File: src/rtl/disp_pkg.sv
// Shared types and constants for the Julia-set job dispatcher.
// Contents: FSM state encoding, worker count/index width, index-to-one-hot helper.
package disp_pkg;

  localparam int unsigned NUM_WORKERS = 16;
  localparam int unsigned WIDX_W      = 4;

  typedef enum logic [1:0] {
    IDLE     = 2'd0,
    DISPATCH = 2'd1,
    DRAIN    = 2'd2
  } disp_state_t;

  // Expand a worker index into a one-hot worker vector.
  function automatic logic [NUM_WORKERS-1:0] widx_onehot(input logic [WIDX_W-1:0] idx);
    logic [NUM_WORKERS-1:0] v;
    v      = '0;
    v[idx] = 1'b1;
    return v;
  endfunction

endpackage

File: src/rtl/disp_prio_enc.sv
// Fixed-priority encoder: returns the lowest set index of req (bit 0 highest priority).
// Ports:
//   req      in  NUM_WORKERS  request vector
//   idx_c    out WIDX_W       lowest-index set bit (0 when no request)
//   valid_c  out 1            at least one request bit is set
module disp_prio_enc
  import disp_pkg::*;
(
  input  logic [NUM_WORKERS-1:0] req,
  output logic [WIDX_W-1:0]      idx_c,
  output logic                   valid_c
);

  // Scan from the top down so the lowest set index is the last one written.
  always_comb begin
    idx_c   = '0;
    valid_c = |req;
    for (int i = int'(NUM_WORKERS) - 1; i >= 0; i--) begin
      if (req[i]) begin
        idx_c = WIDX_W'(i);
      end
    end
  end

endmodule

File: src/rtl/dispatch_controller.sv
// Job dispatcher for the 16-worker Julia-set engine. After a start pulse it hands
// one job per clock to the lowest-index idle, non-pending worker until NUM_JOBS
// jobs are issued, then waits for all outstanding workers to finish.
// Ports:
//   wr_clk                       in   clock, rising edge
//   wr_n_rst                     in   asynchronous active-low reset
//   wr_start_calc                in   one-cycle pulse starting a run (honoured only when idle)
//   wr_done0..wr_done15          in   per-worker idle/done flag (1 = idle)
//   worker_to_assign             out  index of the last assigned worker (holds between assignments)
//   jw_begin                     out  one-cycle strobe: a job went to worker_to_assign
//   wr_start0..wr_start15        out  one-cycle per-worker start strobe
module dispatch_controller
  import disp_pkg::*;
#(
  parameter int unsigned NUM_JOBS = 307200
) (
  input  logic              wr_clk,
  input  logic              wr_n_rst,
  input  logic              wr_start_calc,
  input  logic              wr_done0,
  input  logic              wr_done1,
  input  logic              wr_done2,
  input  logic              wr_done3,
  input  logic              wr_done4,
  input  logic              wr_done5,
  input  logic              wr_done6,
  input  logic              wr_done7,
  input  logic              wr_done8,
  input  logic              wr_done9,
  input  logic              wr_done10,
  input  logic              wr_done11,
  input  logic              wr_done12,
  input  logic              wr_done13,
  input  logic              wr_done14,
  input  logic              wr_done15,
  output logic [WIDX_W-1:0] worker_to_assign,
  output logic              jw_begin,
  output logic              wr_start0,
  output logic              wr_start1,
  output logic              wr_start2,
  output logic              wr_start3,
  output logic              wr_start4,
  output logic              wr_start5,
  output logic              wr_start6,
  output logic              wr_start7,
  output logic              wr_start8,
  output logic              wr_start9,
  output logic              wr_start10,
  output logic              wr_start11,
  output logic              wr_start12,
  output logic              wr_start13,
  output logic              wr_start14,
  output logic              wr_start15
);

  localparam int unsigned CNT_W = $clog2(NUM_JOBS + 1);

  disp_state_t            state_q, state_d;
  logic [NUM_WORKERS-1:0] done_c;
  logic [NUM_WORKERS-1:0] done_q;
  logic [NUM_WORKERS-1:0] rise_c;
  logic [NUM_WORKERS-1:0] elig_c;
  logic [NUM_WORKERS-1:0] sel_oh_c;
  logic [NUM_WORKERS-1:0] pending_q, pending_d;
  logic [NUM_WORKERS-1:0] start_q, start_d;
  logic [WIDX_W-1:0]      sel_idx_c;
  logic                   sel_valid_c;
  logic [CNT_W-1:0]       cnt_q, cnt_d;
  logic [WIDX_W-1:0]      wta_q, wta_d;
  logic                   begin_q;
  logic                   assign_c;
  logic                   clear_cnt_c;

  assign done_c = {wr_done15, wr_done14, wr_done13, wr_done12,
                   wr_done11, wr_done10, wr_done9,  wr_done8,
                   wr_done7,  wr_done6,  wr_done5,  wr_done4,
                   wr_done3,  wr_done2,  wr_done1,  wr_done0};

  // A rising done flag marks completion of the worker's outstanding job.
  assign rise_c   = done_c & ~done_q;
  assign elig_c   = done_c & ~pending_q;
  assign sel_oh_c = widx_onehot(sel_idx_c);

  disp_prio_enc u_prio_enc (
    .req     (elig_c),
    .idx_c   (sel_idx_c),
    .valid_c (sel_valid_c)
  );

  // FSM state register.
  always_ff @(posedge wr_clk or negedge wr_n_rst) begin
    if (!wr_n_rst) begin
      state_q <= IDLE;
    end else begin
      state_q <= state_d;
    end
  end

  // Next-state and assignment decision.
  always_comb begin
    state_d     = state_q;
    assign_c    = 1'b0;
    clear_cnt_c = 1'b0;
    case (state_q)
      IDLE: begin
        if (wr_start_calc) begin
          state_d     = DISPATCH;
          clear_cnt_c = 1'b1;
        end
      end
      DISPATCH: begin
        // Counter never exceeds NUM_JOBS, so equality is the exit test.
        if (cnt_q == CNT_W'(NUM_JOBS)) begin
          state_d = DRAIN;
        end else if (sel_valid_c) begin
          assign_c = 1'b1;
        end
      end
      DRAIN: begin
        if (pending_q == '0) begin
          state_d = IDLE;
        end
      end
      default: begin
        state_d = IDLE;
      end
    endcase
  end

  // Next values for pending mask, counter and registered outputs.
  always_comb begin
    // Assignment overrides a coincident completion on the same worker.
    pending_d = (pending_q & ~rise_c) | (assign_c ? sel_oh_c : '0);
    start_d   = assign_c ? sel_oh_c : '0;
    wta_d     = assign_c ? sel_idx_c : wta_q;
    cnt_d     = cnt_q;
    if (clear_cnt_c) begin
      cnt_d = '0;
    end else if (assign_c) begin
      cnt_d = cnt_q + CNT_W'(1);
    end
  end

  // Datapath registers.
  always_ff @(posedge wr_clk or negedge wr_n_rst) begin
    if (!wr_n_rst) begin
      done_q    <= '0;
      pending_q <= '0;
      start_q   <= '0;
      begin_q   <= 1'b0;
      wta_q     <= '0;
      cnt_q     <= '0;
    end else begin
      done_q    <= done_c;
      pending_q <= pending_d;
      start_q   <= start_d;
      begin_q   <= assign_c;
      wta_q     <= wta_d;
      cnt_q     <= cnt_d;
    end
  end

  assign worker_to_assign = wta_q;
  assign jw_begin         = begin_q;
  assign wr_start0        = start_q[0];
  assign wr_start1        = start_q[1];
  assign wr_start2        = start_q[2];
  assign wr_start3        = start_q[3];
  assign wr_start4        = start_q[4];
  assign wr_start5        = start_q[5];
  assign wr_start6        = start_q[6];
  assign wr_start7        = start_q[7];
  assign wr_start8        = start_q[8];
  assign wr_start9        = start_q[9];
  assign wr_start10       = start_q[10];
  assign wr_start11       = start_q[11];
  assign wr_start12       = start_q[12];
  assign wr_start13       = start_q[13];
  assign wr_start14       = start_q[14];
  assign wr_start15       = start_q[15];

endmodule

File: config.mk
export PLATFORM = sky130hd
export DESIGN_NAME = dispatch_controller
export DESIGN_NICKNAME = d
export VERILOG_FILES = /design/src/rtl/disp_pkg.sv /design/src/rtl/disp_prio_enc.sv /design/src/rtl/dispatch_controller.sv
export SDC_FILE = /design/constraint.sdc
export NUM_CORES = 1
export LEC_CHECK = 0
export BUFFER_PORTS_ARGS = -buffer_cell sky130_fd_sc_hd__buf_4
export CORE_UTILIZATION = 30
export CTS_CLUSTER_SIZE = 40
export DETAILED_ROUTE_END_ITERATION = 12
export PLACE_DENSITY = 0.45
export SYNTH_ARGS = -nofsm -noshare
export SYNTH_HDL_FRONTEND = slang
export SYNTH_SLANG_ARGS = --single-unit
File: constraint.sdc
create_clock -name wr_clk -period 1.6 [get_ports wr_clk]
set_input_delay 0.24 -clock wr_clk [delete_from_list [all_inputs] [get_ports wr_clk]]
set_output_delay 0.24 -clock wr_clk [all_outputs]
set_load 0.1 [all_outputs]
Word level (Yosys, flattened, before mapping)
Cells that the tools add are included.

Register bits after elaboration: 74. Bits of input ports: 19. Output and inout port bits: 21. Logic and storage cells: 59.

$add $sub $neg: 1. Magnitude comparators: 2. Eq/ne operators: 6. Muxes and demuxes: 30. Bitwise logic cells: 7. Reductions and logical operators: 6.

Operator list (number): $mux 4 (16); $and 16x16->16 (3); $not 16->16 (3); $mux 19 (2); $add 19x1->19 const B (1); $eq 19x19->1 const B (1); $logic_not 16->1 (1); $mux 16 (1); $or 16x16->16 (1); $reduce_or 16->1 (1); $mux 1 (6); $mux 2 (3); $ne 2x2->1 const B (3); $pmux 2 s3 (1); $lt 4x5->1 const B (1); $demux 1 s4 (1); $ge 4x1->1 const B (1); $reduce_and 3->1 (1); $eq 2x1->1 const B (1); $eq 2x2->1 const B (1); $logic_not 2->1 (1); $reduce_bool 2->1 (1); $logic_and 1x1->1 (1).

Longest topological paths before layout
Gate-level depths: netlist of run 1.

Depth in word-level cells: 24. Depth in mapped cells: 8. Gate-level depth less buffers: 7.

By module
From an unflattened synthesis of run 1, not the netlist that was laid out.

Cells, all modules: 328. Area, all modules: 3274.4 um^2.

Modules (own cells, without submodules): dispatch_controller (times used 1, cells each 294, area each 3098.0 um^2, sequential area each 1851.8 um^2); disp_prio_enc (times used 1, cells each 34, area each 176.4 um^2, sequential area each 0.0 um^2).

Worst setup path after synthesis of run 1
No wires, ideal clock.

Path kind: register -> register. Start point: register cnt_q[14]. End point: register cnt_q[8]. Library setup time: 0.132 ns. Arrival: 1.664 ns. Required time: 1.468 ns. Setup slack: -0.196 ns. Cell stages (with the launch flop): 8. Path buffers: 1. Period minus slack after synthesis: 1.796 ns. Path through: dfrtp_1 > nor4b_1 > nand4_1 > o21bai_4 > buf_2 > nor3_1 > xnor2_1 > nor2_1.

Longest elaborated chain between the ends: 4.

RTL lines: from (decl) (RTL line dispatch_controller.sv:68) `logic [CNT_W-1:0] cnt_q, cnt_d;`; from (signal assigned) (RTL line dispatch_controller.sv:159) `cnt_q <= cnt_d;`; $eq 19x19->1 (RTL line dispatch_controller.sv:113) `if (cnt_q == CNT_W'(NUM_JOBS)) begin`; $mux 1 (RTL line dispatch_controller.sv:113); $mux 1 (RTL line dispatch_controller.sv:104) `case (state_q)`; $reduce_bool 2->1 (no source line).

No other way between the ends. A chain may end at the register's enable or synchronous reset.

Final worst setup path of run 1
Start point: register cnt_q[16]. End point: register cnt_q[4].

Longest elaborated chain between the ends: 4.

RTL lines: $eq 19x19->1 (RTL line dispatch_controller.sv:113); $mux 1 (RTL line dispatch_controller.sv:113); $mux 1 (RTL line dispatch_controller.sv:104); via assign_c (RTL line dispatch_controller.sv:71) `logic assign_c;`; $reduce_bool 2->1 (no source line).

The timed path passes the listed nets, and every way through them passes these cells.

==> results of run 1 <==
[area by class of cell]
cell class,count,area (µm²)
fillers,1011,5769
flip-flops and latches,74,1852
multi-input cells,214,1610
repair buffers,141,1162
well taps,140,175.2
clock buffers,14,152.6
inverters,19,71.32
[routing by layer]
metal  share of wire, %  routed length [µm]  vias to the layer above
li1                   -                   -                     1374
met1                 46                4039                     1331
met2                 50                4368                       35
met3                2.1                 181                       12
met4                1.9                 167                        0
met5                  0                   0                        -
[registers in the layout, summed over array words and instances, names as in the netlist]
register          count
worker_to_assign      4
done_q               16
state_q               2
cnt_q                19
start_q              16
jw_begin              1
pending_q            16
[kinds of logic (layout without fill, tap and decap cells)]
kind of cell / Yosys count / in the layout / share of synthesized area (%)
flip-flops: 74 / 74 / 55.77
multiplexers: 4 / 4 / 1.243
XOR/XNOR: 15 / 15 / 3.956
adder cells (fa/ha/maj): 2 / 2 / 0.7535
AND/OR/NAND/NOR: 140 / 140 / 25.13
AO/OA/AOI/OAI: 52 / 53 / 9.382
buffers and inverters: 27 / 174 / 3.768
[path summary, 6_finish.rpt]
kind,from,to,cells after the start
setup reg to reg,cnt_q[16],cnt_q[4],7
max in group asynchronous,wr_n_rst,pending_q[3],3
setup / recovery,cnt_q[16],cnt_q[4],7
hold reg to reg,done_q[15],pending_q[15],2
hold / removal,wr_done10,done_q[10],1
min in group asynchronous,wr_n_rst,cnt_q[0],2
[stage by stage]
stage / setup TNS [ns] / setup slack (ns) / hold slack (ns) / area [µm²]
global placement: -15.32 / -0.4482 / 0.2656 / 4522
detailed placement: -15.68 / -0.4387 / 0.2710 / 4522
floorplan: -3.575 / -0.1288 / -0.05559 / 3405
finish: -10.38 / -0.2754 / 0.02625 / 5024
global route: -17.17 / -0.3877 / 0.006247 / 5024
CTS: -8.899 / -0.2110 / 0.0007608 / 4826
[timing repair]
item / in CTS / in global routing
cloned: 0 / 2
hold buffers: 4 / 0
pin swaps: 20 / 20
setup endpoints to repair: 56 / 57
hold endpoints to repair: 38 / 0
buffers inserted: 4 / 5
resized for setup: 27 / 38
[where the power goes]
| group | switching (µW) | leakage (µW) | internal (µW) |
|---|---|---|---|
| clock | 640 | 0.0000766 | 592 |
| combinational | 1710 | 0.00131 | 1160 |
| sequential | 212 | 0.000915 | 2210 |
[layout by cell type, fill, tap and decap left out, drive strengths merged, types with 2 or more instances in the layout]
| cell type | instances |
|---|---|
| buf | 137 |
| ha | 2 |
| inv | 19 |
| nor4 | 15 |
| or3 | 2 |
| nand3 | 10 |
| and2 | 3 |
| nor4b | 5 |
| nand4 | 7 |
| and4 | 5 |
| dfrtp | 74 |
| o21ai | 29 |
| nor3 | 7 |
| nor2 | 36 |
| dlygate4sd3 | 4 |
| mux2i | 3 |
| a21o | 6 |
| o211ai | 3 |
| a21oi | 9 |
| clkbuf | 14 |
| xnor2 | 15 |
| nand2b | 20 |
| nand2 | 22 |
| nor2b | 7 |
[critical path: stages (launching register included)]
cell and delay (ns):
dfrtp_1 0.40, nor4_2 0.28, nand4_1 0.22, o21bai_4 0.33, buf_6 0.16, nor2_4 0.06
and4_1 0.19, mux2i_1 0.11
==> results_dict.tcl, run 1 <==
set metrics [dict create \
    postSynthAreaPerCell_um2 10.58 \
    critical_path.max_fanout 8 \
    synth_edf_count 0 \
    synth.most_common_cell "dfrtp_1" \
    run_status "finished, violations left" \
    ratio_of_cells_with_drive_above_1_in_the_final_layout_pct 44.59 \
    grt_pass1_vias 2927 \
    placedCellCount 575 \
    h-tree-depth 3 \
    num_vias 2752 \
    ys_async_sr_fraction_pct 100.0 \
    final_hold_viol_count 0 \
    max_slew_violation_count 0 \
    failed_checks "negative setup slack" \
    diodes 0 \
    max_cap_violations 0 \
    final_nets 480 \
    syn-num-nets 335 \
    dpl_wire_length_um 6237 \
    routabilityCongestion 0.8133 \
    setup_repair_after_global_routing_missed_its_margin "true" \
    core_region_area_um2 10790 \
    layout-area-overhead-vs-synth_pct 51.28 \
    mappedNetlistArea_um2 3321 \
    grtUsageTotal_pct 16.58 \
    numPortBuffers 39 \
    fin_cells 602 \
    yosys_most_used_dff "dfrtp_1" \
    max-vdd-ir-drop_uv 680.7 \
    synth_seq_cells 74 \
    initial_utilization_pct 30.77 \
    finalSetupViolations 56 \
    synth_commonest_cells "74 x dfrtp_1, 35 x nor2_1, 27 x o21ai_0" \
    crit_arrival_ns 2.10 \
    die-area_um2 11490 \
    detail_route.drc_violations 0 \
    maximum_number_of_buffers_from_clock_root_to_sink 2 \
    yosysSeqAreaShare_pct 55.76 \
    fmaxAchievable_mhz 533.2 \
    tritoncts.num_buffers 9 \
    clk-insertion-delay-late_ns 0.34 \
    cell_pwr_density_nw_per_um2 1298 \
    slew_of_the_pin_with_the_lowest_slew_margin_ns 0.5506 \
    p_leak_uw 0.002305 \
    final_antenna_net_count 0 \
    fin_crit_ns 1.875 \
    final_core_utilization_pct 46.55 \
    die_h_um 107.2 \
    worst_clock_skew_ns 0.007259 \
    drt-pass1-iter-count 4 \
    hold_class "primary input to flip-flop" \
    number_of_antenna_violations_at_the_first_check_in_global_routing 0 \
    placement_rows 38 \
    clock-root-buffer "clkbuf_8" \
    cp-end-kind "flip-flop" \
    fin_crit_sh_pct 117.2 \
    critPathRequiredTime_ns 1.83 \
    grt_most_used_layer "met2" \
    die-width_um 107.2 \
    sinks_on_clock_net 74 \
    met1_use_gr_pct 20.78 \
    reg2reg_slack_ns -0.28 \
    detail_route.wl_per_cell_um 14.55 \
    yosysTopAreaCell "dfrtp_1" \
    synthesized_instance_count 314 \
    met3_usage_pct 2.796 \
    synth.distinct_cells 40 \
    clkTransAtPathRegs_ns 0.07 \
    critPathLaunchType "flip-flop" \
    overall_power_consumption_uw 6522 \
    pin_count_of_the_biggest_net_entering_global_routing 39 \
    drt_iter0_drc 91 \
    tritoncts_clock_tree "built" \
    synthTopCellsByArea "dfrtp_1 56%, o21ai_0 4.1%, nor2_1 4.0%" \
    route.final.wire_length_um 8757 \
    post-route-worst-setup-slack_ns -0.2754 \
    number_of_top_level_design_ports 40 \
    drt-vias-per-instance 4.571 \
    grt_first_pass_wirelength_um 14430 \
    grt-ovfl-total 0 \
    max-slew-margin-rel_pct 63.29 \
    post-synth-top-area-fraction_pct 55.76 \
    global_route.usage.met2_pct 28.11 \
    critical_path_class "flip-flop to flip-flop" \
    ys.warnings.count 0 \
]
(Power assumes the default switching activity.)
==> inputs of run 2 (changes only) <==
Settings changed: PLACE_DENSITY 0.45 to 0.44, SYNTH_HIERARCHICAL from default to 1.
Clock period 1.6 ns to 1.8 ns, I/O delays scaled along.
==> run 2 against run 1 <==
The flow still finishes with violations (negative setup slack). Flip-flop and latch count stayed put. Via count is 6.3% higher. Global-route usage is 0.59 points higher. Clock-buffer cell count is 3 lower. Area after synthesis is 1.4% lower. Setup slack better by 0.0084 ns. Critical endpoint is now pending_q[13]. Synthesized cell count is 4.5% higher. Design area is 2.3% higher. Sequential power is 13% lower. Largest power group unchanged. Maximum frequency is 9.3% lower. Sequential share of layout area is 0.82 points lower.
==> results_dict.tcl, run 2 <==
set metrics [dict create \
    cell_pwr_density_nw_per_um2 1336 \
    fillCellCount 1015 \
    drt_iter0_drc 123 \
    numPortBuffers 39 \
    detail_route.drc_violations 0 \
    run_status "finished, violations left" \
    worst_clock_skew_ns 0.009011 \
    num_vias 2925 \
    tritoncts_clock_tree "built" \
    die-width_um 106.5 \
    critical_path_class "flip-flop to flip-flop" \
    synthXorXnorAreaFrac_pct 0 \
    synth.most_common_cell "dfrtp_1" \
    max-slew-margin-rel_pct 70.39 \
    placement_rows 37 \
    grt-ovfl-total 0 \
    grtUsageTotal_pct 17.17 \
    final_hold_viol_count 0 \
    syn-num-nets 349 \
    ys_async_sr_fraction_pct 100.0 \
    cp-end-kind "flip-flop" \
    mappedNetlistArea_um2 3274 \
    hold_class "primary input to flip-flop" \
    critical_path.max_fanout 25 \
    route.final.wire_length_um 8832 \
    p_leak_uw 0.002550 \
    yosysTopAreaCell "dfrtp_1" \
    max_cap_violations 0 \
    max_flop_register "cnt_q" \
    drt-pass1-iter-count 4 \
    synth_commonest_cells "74 x dfrtp_1, 37 x nand2_1, 26 x nor2_1" \
    pin_count_of_the_biggest_net_entering_global_routing 42 \
    synthesized_instance_count 328 \
    max_slew_violation_count 0 \
    routabilityCongestion 0.8153 \
    clk-insertion-delay-late_ns 0.35 \
    post_synth_fa_ha_maj_area_fraction_pct 0.7642 \
    clock-root-buffer "clkbuf_8" \
    h-tree-depth 3 \
    synth_seq_cells 74 \
    failed_checks "negative setup slack" \
    grt_pass1_vias 2877 \
    setup_repair_after_global_routing_missed_its_margin "true" \
    worst_slack_placed_ns -0.4620 \
    yosys_most_used_dff "dfrtp_1" \
    fin_crit_sh_pct 114.8 \
    largest_family_of_logic_cells_by_synthesized_area "simple AND/OR/NAND/NOR gates" \
    setup_tns_ns -7.988 \
    synth_edf_count 0 \
    grt_first_pass_wirelength_um 14790 \
    post-route-worst-setup-slack_ns -0.2670 \
    critPathLaunchType "flip-flop" \
    dpl_wire_length_um 6390 \
    max-vdd-ir-drop_uv 1173 \
    post-synth-top-area-fraction_pct 56.55 \
    fin_crit_ns 2.067 \
    postSynthAreaPerCell_um2 9.983 \
    final_nets 485 \
    synth_mux_area_share_pct 0.9171 \
    die-area_um2 11340 \
    design_area_um2 5137 \
    detail_route.wl_per_cell_um 14.62 \
    initial_utilization_pct 31.30 \
    hold_depth 1 \
    post_dp_cell_area_um2 4388 \
    critPathRequiredTime_ns 2.05 \
    sinks_on_clock_net 74 \
    die_h_um 106.5 \
    final_antenna_net_count 0 \
    drt-vias-per-instance 4.843 \
    layout.cells.most_common "buf_4" \
    whs_ns 0.02679 \
    finalSetupViolations 52 \
    number_of_antenna_violations_at_the_first_check_in_global_routing 0 \
    fmaxAchievable_mhz 483.8 \
    synthTopCellsByArea "dfrtp_1 57%, nand2_1 4.2%, nor2_1 3.0%" \
    diodes 0 \
    layout-area-overhead-vs-synth_pct 56.90 \
    core_region_area_um2 10460 \
    crit_arrival_ns 2.31 \
    leading_cell_types_in_the_layout_fill_and_taps_excluded "124 x buf_4, 74 x dfrtp_1, 34 x nand2_1" \
    maximum_number_of_buffers_from_clock_root_to_sink 2 \
    tritoncts.num_buffers 9 \
    worstRegToRegCells 9 \
    yosysSeqAreaShare_pct 56.55 \
    overall_power_consumption_uw 6864 \
    synth_compound_gate_area_share_pct 12.50 \
    synth.distinct_cells 41 \
    ys.warnings.count 6 \
    ratio_of_cells_with_drive_above_1_in_the_final_layout_pct 45.51 \
    slew_of_the_pin_with_the_lowest_slew_margin_ns 0.4441 \
    largest_reg_flops 19 \
    number_of_top_level_design_ports 40 \
    clkTransAtPathRegs_ns 0.08 \
    synth_simple_gate_area_share_pct 25.11 \
]
==> run 2: changes by cell type after synthesis, sizes merged, moves of 5 or more <==
| cell | before | now |
|---|---|---|
| and3 | 0 | 9 |
| nand2 | 22 | 37 |
| nand2b | 20 | 15 |
| nor2 | 36 | 28 |
| nor3 | 7 | 12 |
| o21ai | 29 | 17 |
| o31ai | 0 | 10 |
| or4 | 0 | 7 |
| xnor2 | 15 | 0 |
==> run 2: power breakdown <==
group / internal, µW / total [µW] / switching, µW / leakage [µW]
Combinational: 1290 / 3320 / 2020 / 0.00150
Sequential: 1950 / 2110 / 160 / 0.000946
Clock: 814 / 1440 / 623 / 0.000106
Total: 4060 / 6860 / 2810 / 0.00255
==> run 2: cells by family (layout without fill, tap and decap cells) <==
| logic type | Yosys count | in the layout |
|---|---|---|
| simple gates | 155 | 155 |
| flops | 74 | 74 |
| compound gates | 62 | 62 |
| buf+inv | 32 | 172 |
| mux | 3 | 3 |
| fa+ha+maj | 2 | 2 |
==> run 2: cell type report <==
| cell class | count | area (µm²) | area share (%) |
|---|---|---|---|
| repair buffers | 138 | 1109 | 21.58 |
| multi-input cells | 222 | 1713 | 33.34 |
| clock buffers | 11 | 141.4 | 2.752 |
| inverters | 19 | 76.32 | 1.486 |
| well taps | 136 | 170.2 | 3.312 |
| flip-flops and latches | 74 | 1852 | 36.04 |
| clock inverters | 4 | 76.32 | 1.486 |
==> run 2: final timing paths <==
kind,start,to,slack (ns)
worst max-delay path,pending_q[7],pending_q[13],-0.27
worst min-delay path,wr_done11,done_q[11],0.03
worst max register to register,pending_q[7],pending_q[13],-0.27
worst min register to register,done_q[0],pending_q[0],0.48
max in group asynchronous,wr_n_rst,cnt_q[7],0.82
min in group asynchronous,wr_n_rst,done_q[9],0.40
==> run 2: metrics by stage <==
step                util, %  cells
finish                49.10    604
global route          49.10    604
CTS                   46.22    601
detailed placement    41.94    582
global placement      41.94    582
floorplan                 -    328
==> run 2: worst max-delay path, stage by stage, from the launching register on <==
cell	delay [ns]
dfrtp_1	0.39
nor2_4	0.06
nor4_4	0.29
nand3_1	0.13
or3_1	0.33
nand2_1	0.09
a21o_4	0.14
buf_12	0.18
nor2_1	0.09
a32o_1	0.26
==> run 2: per-layer routing <==
layer | part of all wire [%] | wire, µm | GRT usage, % | vias up
li1 | - | - | - | 1437
met1 | 51 | 4476 | 24.74 | 1416
met2 | 43 | 3821 | 25.28 | 64
met3 | 4.6 | 409 | 3.679 | 8
met4 | 1.4 | 126 | 6.164 | 0
met5 | 0 | 0 | 0 | -
==> run 2: what timing repair did <==
action,in CTS,in global routing
pin swaps,3,14
hold buffers,1,0
gates resized for setup,42,56
setup buffers,4,4
endpoints found under the setup margin,56,56
hold endpoints to repair,33,0
gates cloned,0,0
==> inputs of run 3 (changes only) <==
Settings changed: CORE_UTILIZATION 30 to 25, PLACE_DENSITY 0.44 to 0.38.
==> run 3 against run 2 <==
The flow still finishes with violations (negative setup slack). Design area is 3.0% higher. Cell count rose by 9.3%. Combinational power is 3% lower. Core utilization decreased by 7.3 points. Clock skew is 0.0015 ns lower. Critical endpoint is now cnt_q[16].
==> results_dict.tcl, run 3 (synthesis results as in run 2) <==
set metrics [dict create \
    run_status "finished, violations left" \
    failed_checks "negative setup slack" \
    timing.rr.end "cnt_q[16]" \
    clock-root-buffer "clkbuf_16" \
    drt-vias-per-instance 4.480 \
    origin_of_the_critical_flop_to_flop_path "pending_q[4]" \
    critical_path_class "flip-flop to flip-flop" \
    grt_pass1_vias 3057 \
    cp-end-kind "flip-flop" \
    final_antenna_net_count 0 \
    diodes 0 \
    h-tree-depth 3 \
    layout.cells.most_common "buf_4" \
    final_hold_viol_count 0 \
    max-slew-margin-rel_pct 72.43 \
    cell_pwr_density_nw_per_um2 1374 \
    finalSetupViolations 55 \
    holdCritStartpoint "wr_done10" \
    p_leak_uw 0.002652 \
    worst_slack_placed_ns -0.4644 \
    critPathRequiredTime_ns 2.02 \
    route.final.wire_length_um 9454 \
    largest_reg_flops 19 \
    tritoncts.num_buffers 9 \
    maximum_number_of_buffers_from_clock_root_to_sink 2 \
    post-route-worst-setup-slack_ns -0.2477 \
    fin_crit_sh_pct 113.8 \
    final_nets 505 \
    max_flop_register "cnt_q" \
    max_slew_violation_count 0 \
    power_share_of_the_clock_group_pct 26.8 \
    critical_path.n_buffers_inverters 1 \
    max_stage_delay_ns 0.36 \
    leading_cell_types_in_the_layout_fill_and_taps_excluded "146 x buf_4, 74 x dfrtp_1, 33 x nand2_1" \
    worstRegToRegCells 9 \
    initial_utilization_pct 25.84 \
    critPathLaunch "pending_q[4]" \
    power_frac_seq_pct 28.9 \
    grtUsageTotal_pct 15.29 \
    power.switching_uw 2738 \
    routabilityCongestion 0.7921 \
    critical_path.max_fanout 10 \
    reg2reg_slack_ns -0.25 \
    max_cap_violations 0 \
    sinks_on_clock_net 74 \
    setup_repair_after_global_routing_missed_its_margin "true" \
    power.share.switching_pct 37.65 \
    clkTransAtPathRegs_ns 0.06 \
    slew_of_the_pin_with_the_lowest_slew_margin_ns 0.4097 \
    detail_route.drc_violations 0 \
    share_comb_of_total_power_pct 44.3 \
    fmaxAchievable_mhz 488.4 \
    clk-insertion-delay-late_ns 0.34 \
    path_cells "nor2_2 > nor4_2 > nand3_1 > or3_4 > nand2_2 > a21o_4 > inv_6 > and3_1 > a211o_1" \
    dpl_wire_length_um 6829 \
    worst_clock_skew_ns 0.007536 \
    drt-pass1-iter-count 4 \
    core_region_area_um2 12670 \
    placement_rows 41 \
    critPathLaunchType "flip-flop" \
    number_of_antenna_violations_at_the_first_check_in_global_routing 0 \
    number_of_top_level_design_ports 40 \
    die-area_um2 13560 \
    master_of_the_slowest_instance_on_the_critical_path "dfrtp_1" \
    hold_class "primary input to flip-flop" \
    whs_ns 0.04605 \
    die-width_um 116.4 \
    crit_arrival_ns 2.27 \
    ratio_of_cells_with_drive_above_1_in_the_final_layout_pct 45.70 \
    crit_cells 9 \
    max-vdd-ir-drop_uv 573.9 \
    detail_route.wl_per_cell_um 14.32 \
    die_h_um 116.4 \
    tritoncts_clock_tree "built" \
    grt_first_pass_wirelength_um 15440 \
    cp-endpoint "cnt_q[16]" \
    drt_iter0_drc 80 \
    pin_count_of_the_biggest_net_entering_global_routing 75 \
    layout-area-overhead-vs-synth_pct 61.60 \
    intPower_uw 4533 \
    grt-ovfl-total 0 \
    numPortBuffers 39 \
    critPathTopFamily "simple AND/OR/NAND/NOR gates" \
    fin_crit_ns 2.048 \
    num_vias 2957 \
]
## run 3: cell types whose count changed in the layout (fill, tap and decap cells not counted), moves of 4 or more
cell and delta:
clkbuf_8 -8, nor3_1 +4, buf_4 +22, clkbuf_16 +9
## run 3: how the worst min path moves through the flow
stage                       to  cells past startpoint
floorplan             cnt_q[0]                      0
global placement    done_q[11]                      2
CTS                 done_q[10]                      1
finish              done_q[10]                      1
detailed placement  done_q[11]                      2
global route         done_q[7]                      1
## run 3: cell type report
class                      instances  area [µm²]
inverter                          19       76.32
tap                              172       215.2
sequential                        74        1852
clock inverter                     2       60.06
timing repair buffer             158        1260
multi-input combinational        222        1568
clock buffer                      13       260.3
fill                            1294        7380
## run 3: power groups by stage
stage          Combinational [µW]  Sequential (µW)  Clock, µW
2_1_floorplan                 803             2880          0
3_3_place_gp                 2870             2110          0
3_5_place_dp                 2870             2110          0
4_1_cts                      3110             2090       2020
5_1_grt                      3440             2130       2070
6_report                     3220             2100       1950
## run 3: through the flow
stage	TNS [ns]	cells	power, µW	instance area, µm²	utilization, %
final	-8.838	660	7271	5291	41.76
after detailed placement	-18.02	633	4982	4546	35.87
after global routing	-13.25	660	7641	5291	41.76
after floorplan	-5.678	328	3682	3278	-
after CTS	-10.11	654	7221	5127	40.47
after global placement	-17.52	633	4972	4546	35.87
## run 3: timing repair
action,CTS,global route
setup buffers,5,6
hold buffers,1,0
resized for setup,49,26
hold endpoints to repair,74,0
setup endpoints to repair,56,56
cloned,0,0
pin swaps,4,9
## run 3: layer usage
layer	vias to the layer above	wire length (µm)	GRT usage (%)
li1	1481	-	-
met1	1426	4104	17.60
met2	37	4911	27.14
met3	13	280	4.203
met4	0	158	5.385
met5	-	0	0
